$ cat config.mk
export PLATFORM = sky130hd
export DESIGN_NAME = sh7034_ext_slave
export DESIGN_NICKNAME = d
export VERILOG_FILES = /design/src/rtl/sh7034_ext_slave.sv
export SDC_FILE = /design/constraint.sdc
export NUM_CORES = 1
export LEC_CHECK = 0
export BUFFER_PORTS_ARGS = -buffer_cell sky130_fd_sc_hd__buf_2
export CAP_MARGIN = 0
export CORE_MARGIN = 2
export CORE_UTILIZATION = 54
export DETAILED_ROUTE_END_ITERATION = 12
export GPL_TIMING_DRIVEN = 0
export PLACE_DENSITY = 0.84
export SYNTH_ARGS = -nofsm -noshare
export SYNTH_HDL_FRONTEND = slang
export SYNTH_SLANG_ARGS = --single-unit
$ cat constraint.sdc
create_clock -name CLK -period 4.2 [get_ports CLK]
set_input_delay 0.21 -clock CLK [delete_from_list [all_inputs] [get_ports CLK]]
set_output_delay 0.21 -clock CLK [all_outputs]
set_load 0.02 [all_outputs]
$ cat src/rtl/sh7034_ext_slave.sv
`default_nettype none
// ============================================================================
// Module   : sh7034_ext_slave
// Purpose  : SH7034 external-bus device-side responder. Turns CS/RD/WR strobed
//            cycles into a REQ/ACK backend access, stretching with WAIT_N.
// Revision : 1.0  initial release
// ============================================================================
module sh7034_ext_slave #(
    parameter bit          BUS16    = 1'b1,
    parameter int unsigned MIN_WAIT = 1,
    parameter int unsigned TIMEOUT  = 255
) (
    input  logic        CLK,
    input  logic        RST,
    input  logic        CE_R,
    input  logic        CE_F,
    input  logic [23:0] A,
    input  logic [15:0] DI,
    output logic [15:0] DO,
    output logic        DO_OE,
    input  logic        CS_N,
    input  logic        RD_N,
    input  logic        WRL_N,
    input  logic        WRH_N,
    output logic        WAIT_N,
    output logic [23:0] MEM_A,
    output logic [15:0] MEM_DO,
    input  logic [15:0] MEM_DI,
    output logic [1:0]  MEM_BE,
    output logic        MEM_WE,
    output logic        MEM_REQ,
    input  logic        MEM_ACK,
    output logic        ERR,
    input  logic        ERR_CLR
);

    localparam logic [2:0] c_MIN_WAIT = 3'(MIN_WAIT);
    localparam logic [7:0] c_TIMEOUT  = 8'(TIMEOUT);

    typedef enum logic [1:0] {
        S_IDLE = 2'd0,
        S_ACC  = 2'd1,
        S_HOLD = 2'd2
    } state_t;

    state_t      r_state,  w_state_nxt;
    logic [15:0] r_do,     w_do_nxt;
    logic        r_do_oe,  w_do_oe_nxt;
    logic        r_wait_n, w_wait_n_nxt;
    logic        r_req,    w_req_nxt;
    logic        r_we,     w_we_nxt;
    logic [1:0]  r_be,     w_be_nxt;
    logic [23:0] r_mem_a,  w_mem_a_nxt;
    logic [15:0] r_mem_do, w_mem_do_nxt;
    logic [15:0] r_rdata,  w_rdata_nxt;
    logic        r_done,   w_done_nxt;
    logic [2:0]  r_wcnt,   w_wcnt_nxt;
    logic [7:0]  r_tcnt,   w_tcnt_nxt;
    logic        r_err,    w_err_set;

    logic        w_strobe;
    logic        w_idle_bus;
    logic        w_ack;
    logic        w_done;
    logic        w_ok;
    logic        w_timeout;
    logic        w_wr;
    logic [2:0]  w_wcnt_inc;
    logic [7:0]  w_tcnt_inc;
    logic [15:0] w_rsel;
    logic [15:0] w_lane;
    logic [1:0]  w_be_lat;
    logic [15:0] w_mdo_lat;
    logic        w_unused;

    assign w_unused   = &{1'b0, CE_F};

    assign w_strobe   = ~CS_N & (~RD_N | ~WRL_N | ~WRH_N);
    assign w_idle_bus = RD_N & WRL_N & WRH_N;
    // An ACK is only meaningful while a request is outstanding; this also
    // discards late ACKs after a timeout or reset.
    assign w_ack      = MEM_ACK & r_req;
    assign w_done     = r_done | w_ack;
    assign w_wcnt_inc = (r_wcnt == 3'd7)  ? r_wcnt : r_wcnt + 3'd1;
    assign w_tcnt_inc = (r_tcnt == 8'hFF) ? r_tcnt : r_tcnt + 8'd1;
    assign w_ok       = w_done & (w_wcnt_inc >= c_MIN_WAIT);
    assign w_timeout  = ~w_ok & (w_tcnt_inc >= c_TIMEOUT);
    assign w_rsel     = w_timeout ? 16'hFFFF : (w_ack ? MEM_DI : r_rdata);

    generate
        if (BUS16) begin : g_bus16
            assign w_wr      = ~(WRL_N & WRH_N);
            assign w_be_lat  = w_wr ? {~WRH_N, ~WRL_N} : 2'b11;
            assign w_mdo_lat = DI;
            assign w_lane    = w_rsel;
        end else begin : g_bus8
            // Big-endian byte lanes: even address is the high byte.
            assign w_wr      = ~WRL_N;
            assign w_be_lat  = A[0] ? 2'b01 : 2'b10;
            assign w_mdo_lat = {DI[7:0], DI[7:0]};
            assign w_lane    = {8'h00, (r_mem_a[0] ? w_rsel[7:0] : w_rsel[15:8])};
        end
    endgenerate

    always_comb begin
        w_state_nxt  = r_state;
        w_do_nxt     = r_do;
        w_do_oe_nxt  = r_do_oe;
        w_wait_n_nxt = r_wait_n;
        w_req_nxt    = r_req;
        w_we_nxt     = r_we;
        w_be_nxt     = r_be;
        w_mem_a_nxt  = r_mem_a;
        w_mem_do_nxt = r_mem_do;
        w_rdata_nxt  = r_rdata;
        w_done_nxt   = r_done;
        w_wcnt_nxt   = r_wcnt;
        w_tcnt_nxt   = r_tcnt;
        w_err_set    = 1'b0;

        case (r_state)
            S_IDLE: begin
                if (CE_R && w_strobe) begin
                    w_mem_a_nxt  = A;
                    w_mem_do_nxt = w_mdo_lat;
                    w_be_nxt     = w_be_lat;
                    w_we_nxt     = w_wr;
                    w_req_nxt    = 1'b1;
                    w_wait_n_nxt = 1'b0;
                    w_done_nxt   = 1'b0;
                    w_wcnt_nxt   = 3'd0;
                    w_tcnt_nxt   = 8'd0;
                    w_state_nxt  = S_ACC;
                end
            end

            S_ACC: begin
                if (w_ack) begin
                    w_rdata_nxt = MEM_DI;
                    w_req_nxt   = 1'b0;
                    w_done_nxt  = 1'b1;
                end
                if (CE_R) begin
                    w_wcnt_nxt = w_wcnt_inc;
                    w_tcnt_nxt = w_tcnt_inc;
                    if (w_ok || w_timeout) begin
                        w_wait_n_nxt = 1'b1;
                        w_do_nxt     = w_lane;
                        w_rdata_nxt  = w_rsel;
                        if (w_timeout) begin
                            w_req_nxt = 1'b0;
                            w_err_set = 1'b1;
                        end
                        // A master that already dropped its strobe gets no HOLD phase.
                        if (w_strobe) begin
                            w_do_oe_nxt = ~RD_N;
                            w_state_nxt = S_HOLD;
                        end else begin
                            w_do_oe_nxt = 1'b0;
                            w_state_nxt = S_IDLE;
                        end
                    end
                end
            end

            S_HOLD: begin
                if (CE_R && w_idle_bus) begin
                    w_do_oe_nxt = 1'b0;
                    w_state_nxt = S_IDLE;
                end
            end

            default: begin
                w_state_nxt = S_IDLE;
            end
        endcase
    end

    always_ff @(posedge CLK) begin
        if (RST) begin
            r_state  <= S_IDLE;
            r_do     <= 16'h0000;
            r_do_oe  <= 1'b0;
            r_wait_n <= 1'b1;
            r_req    <= 1'b0;
            r_we     <= 1'b0;
            r_be     <= 2'b00;
            r_mem_a  <= 24'h000000;
            r_mem_do <= 16'h0000;
            r_rdata  <= 16'h0000;
            r_done   <= 1'b0;
            r_wcnt   <= 3'd0;
            r_tcnt   <= 8'd0;
            r_err    <= 1'b0;
        end else begin
            r_state  <= w_state_nxt;
            r_do     <= w_do_nxt;
            r_do_oe  <= w_do_oe_nxt;
            r_wait_n <= w_wait_n_nxt;
            r_req    <= w_req_nxt;
            r_we     <= w_we_nxt;
            r_be     <= w_be_nxt;
            r_mem_a  <= w_mem_a_nxt;
            r_mem_do <= w_mem_do_nxt;
            r_rdata  <= w_rdata_nxt;
            r_done   <= w_done_nxt;
            r_wcnt   <= w_wcnt_nxt;
            r_tcnt   <= w_tcnt_nxt;
            // A fresh timeout wins over a simultaneous clear.
            if (w_err_set) begin
                r_err <= 1'b1;
            end else if (ERR_CLR) begin
                r_err <= 1'b0;
            end
        end
    end

    assign DO      = r_do;
    assign DO_OE   = r_do_oe;
    assign WAIT_N  = r_wait_n;
    assign MEM_A   = r_mem_a;
    assign MEM_DO  = r_mem_do;
    assign MEM_BE  = r_be;
    assign MEM_WE  = r_we;
    assign MEM_REQ = r_req;
    assign ERR     = r_err;

endmodule
`default_nettype wire
==> flow_summary.json <==
{
  "result_of_the_run": "finished clean",
  "slew_headroom_pct": 50.4,
  "cts-htree-levels": 3,
  "flop_pwr_share_pct": 50.5,
  "final.setup.tns_ns": 0,
  "post_synthesis_xor_xnor_area_fraction_pct": 0.220,
  "timing.critical_path.fanout_max": 10,
  "routed_via_density": 5.48,
  "nets_finish": 688,
  "totalPowerFinal_mw": 1.85,
  "io_buffers": 125,
  "synth_adder_area_share_pct": 0.944,
  "utilization_pct": 68.9,
  "combinational_family_with_the_most_area_after_synthesis": "simple AND/OR/NAND/NOR gates",
  "totalWireLength_um": 10500,
  "synthSimpleGateAreaFrac_pct": 23.0,
  "grt_setup_unrepaired": "no",
  "post_synth_instance_area_um2": 3980,
  "post-dp-hpwl_um": 7900,
  "cp-end-kind": "flop",
  "clkPwrFrac_pct": 36.1,
  "finClkSkew_ns": 0.0108,
  "die_area_um2": 8070,
  "critPathRequiredTime_ns": 4.46,
  "crit_path_start_kind": "flop",
  "tritoncts": "done",
  "power.density_cell_area_nw_per_um2": 374,
  "maxSlewViolCount": 0,
  "grt_max_degree": 17,
  "synth.distinct_cells": 47,
  "holdWs_ns": 0.0731,
  "syn-mean-instance-area_um2": 8.24,
  "cts-root-buf": "sky130_fd_sc_hd__clkbuf_8",
  "synth_edf_count": 0,
  "drt_first_iter_violations": 281,
  "setup_viol_count_final": 0,
  "setup_buffers_after_cts": 0,
  "tritoncts.num_buffers": 9,
  "clock_tree.buffer_depth": 2,
  "synth_seq_area_share_pct": 46.8,
  "path_class": "reg2reg",
  "post_synth_inst_count": 483,
  "cts-hold-fix-buffers": 0,
  "max-vdd-ir-drop_mv": 0.267,
  "detail_route.drc_violations": 0,
  "leakage_nw": 1.99,
  "die_width_um": 89.8,
  "vias": 3955,
  "number_of_iterations_in_the_first_detailed_routing_pass": 4,
  "globalRoute.totalOverflow": 0,
  "area.growth.synth_to_final_pct": 24.4,
  "core_region_area_um2": 7180,
  "die-height_um": 89.8,
  "drtAntennaViolNets": 0,
  "grt_use_total_pct": 26.1,
  "synth_ff_type": "sky130_fd_sc_hd__dfxtp_1",
  "hold_violations": 0,
  "fmaxAchievable_mhz": 382,
  "cts_repair_resize_count": 0,
  "grt_pass1_vias": 3770,
  "antenna_found_initial": 0,
  "comb_power_share_pct": 13.4,
  "post_place_instance_area_um2": 4730,
  "clock_latency_ns": 0.37,
  "share_of_synthesized_area_spent_on_multiplexers_pct": 4.53,
  "clkTransAtPathRegs_ns": 0.10,
  "synthesis.yosys.warnings": 0,
  "starting_density_of_the_core_pct": 55.4,
  "average_wire_length_per_cell_after_detail_routing_um": 14.6,
  "place.gp.congestion": 0.884,
  "maxCapViolations": 0,
  "antenna_cells_inserted": 0,
  "layout-drive-gt1-share_pct": 25.4,
  "worst_slew_pin_slew_ns": 0.741,
  "final_cell_area_um2": 4950,
  "standard_cell_row_count": 31,
  "cts.sinks": 93,
  "switching_share_pct": 27.4,
  "period_minus_slack_ns": 2.62,
  "fill_cell_count": 598,
  "switching_power_uw": 508,
  "top_level_ports": 129,
  "finalCritPeriodShare_pct": 62.3,
  "ys_async_sr_fraction_pct": 0,
  "hp-class": "in2reg",
  "post_synthesis_compound_gate_area_fraction_pct": 19.4,
  "grt_pass1_wl_um": 17300,
  "power_report.internal_total_mw": 1.34,
  "postSynthRegisterBits": 93,
  "synthesis.nets": 552,
  "critPathArrivalTime_ns": 2.87
}
[cell type report]
type                       instances  area (um^2)  share of cell area (%)
buffer                            38          181                    3.67
clock buffer                       9          124                    2.50
clock inverter                     6         96.3                    1.95
inverter                           5         18.8                   0.379
multi-input combinational        347         1920                    38.7
sequential                        93         1860                    37.6
tap                               99          124                    2.50
timing repair buffer             125          626                    12.6
[synthesized netlist by cell type (all sizes together), types with 2 or more instances]
cell,n,share of area [%]
buf,11,2.0
a22oi,2,0.38
o31ai,3,0.57
nor3,25,3.4
o21ai,5,0.63
inv,5,0.47
and2,4,0.63
a21oi,49,6.2
ha,3,0.94
o22ai,2,0.31
and3,3,0.50
nand3,7,0.88
nand2b,3,0.47
nor2,28,2.6
dfxtp,93,47
a31oi,7,1.1
a211oi,3,0.57
a31o,2,0.44
nand2,125,12
o21bai,15,2.8
nand4,4,0.63
mux2i,18,4.5
clkbuf,27,2.5
a311oi,20,4.4
nor3b,2,0.38
[final timing paths]
kind	startpoint	endpoint	slack, ns	depth (start not counted)
worst max-delay path	r_tcnt[1]	WAIT_N	1.58	8
worst min-delay path	A[7]	MEM_A[7]	0.07	3
worst max register to register	r_tcnt[1]	WAIT_N	1.58	8
worst min register to register	MEM_A[12]	MEM_A[12]	0.46	2
[metrics by stage]
step | setup WS [ns] | instances
5_1_grt | 1.43 | 722
4_1_cts | 1.64 | 722
3_5_place_dp | 1.67 | 707
3_3_place_gp | 1.76 | 707
2_1_floorplan | 2.05 | 483
6_report | 1.58 | 722
[per-layer routing]
metal / global-route usage (%) / routed length (um)
met5: 0 / 0
met3: 6.87 / 843
met2: 43.2 / 4850
met1: 32.1 / 4600
met4: 11.8 / 248
[power groups by stage]
stage	combinational [mW]	clock (mW)	sequential, mW
5_1_grt	0.273	0.712	0.940
2_1_floorplan	0.117	0	0.987
4_1_cts	0.247	0.674	0.935
3_5_place_dp	0.245	0	0.956
6_report	0.247	0.668	0.936
3_3_place_gp	0.239	0	0.954
[critical path, stage by stage, from the launching register on]
cell	delay [ns]
sky130_fd_sc_hd__dfxtp_1	0.47
sky130_fd_sc_hd__ha_1	0.20
sky130_fd_sc_hd__buf_4	0.15
sky130_fd_sc_hd__and3_2	0.22
sky130_fd_sc_hd__nor4b_1	0.33
sky130_fd_sc_hd__nor3_2	0.15
sky130_fd_sc_hd__o31ai_1	0.54
sky130_fd_sc_hd__nand2_1	0.14
sky130_fd_sc_hd__a211o_1	0.31
[cell usage in the layout (no fill, tap or decap), types with 2 or more instances in the layout]
cell                        Yosys  final
sky130_fd_sc_hd__clkbuf_8       0      9
sky130_fd_sc_hd__o22ai_1        2      2
sky130_fd_sc_hd__and2_1         4      4
sky130_fd_sc_hd__buf_6          3      3
sky130_fd_sc_hd__nand2b_1       3      3
sky130_fd_sc_hd__bufinv_16      0      2
sky130_fd_sc_hd__clkbuf_1      27     27
sky130_fd_sc_hd__o31ai_1        3      3
sky130_fd_sc_hd__buf_2          4    129
sky130_fd_sc_hd__buf_4          3      3
sky130_fd_sc_hd__nand4_1        4      4
sky130_fd_sc_hd__a21oi_1       49     49
sky130_fd_sc_hd__nor3_2         2      2
sky130_fd_sc_hd__a31oi_1        7      7
sky130_fd_sc_hd__o21bai_1      15     15
sky130_fd_sc_hd__o21ai_0        5      5
sky130_fd_sc_hd__nor3b_1        2      2
sky130_fd_sc_hd__nor3_1        23     23
sky130_fd_sc_hd__ha_1           3      3
sky130_fd_sc_hd__a311oi_1      20     20
sky130_fd_sc_hd__a31o_2         2      2
sky130_fd_sc_hd__nand3_1        7      7
sky130_fd_sc_hd__nor2_1        28     28
sky130_fd_sc_hd__inv_1          5      5
sky130_fd_sc_hd__dfxtp_1       93     93
sky130_fd_sc_hd__nand2_1      125    125
sky130_fd_sc_hd__mux2i_1       18     18
sky130_fd_sc_hd__and3_1         2      2
sky130_fd_sc_hd__a22oi_1        2      2
sky130_fd_sc_hd__a211oi_1       3      3
[sequential cells by signal (all words and copies together) (netlist names)]
name / flops
r_rdata: 16
MEM_A: 24
MEM_REQ: 1
DO_OE: 1
MEM_WE: 1
r_wcnt: 3
MEM_BE: 2
DO: 16
WAIT_N: 1
r_state: 2
r_done: 1
r_tcnt: 8
ERR: 1
MEM_DO: 16
[kinds of logic after synthesis]
group | count (synthesis)
simple gates | 208
compound gates | 117
flops | 93
buf+inv | 43
mux | 18
fa+ha+maj | 3
xor+xnor | 1
(Power assumes the default switching activity.)
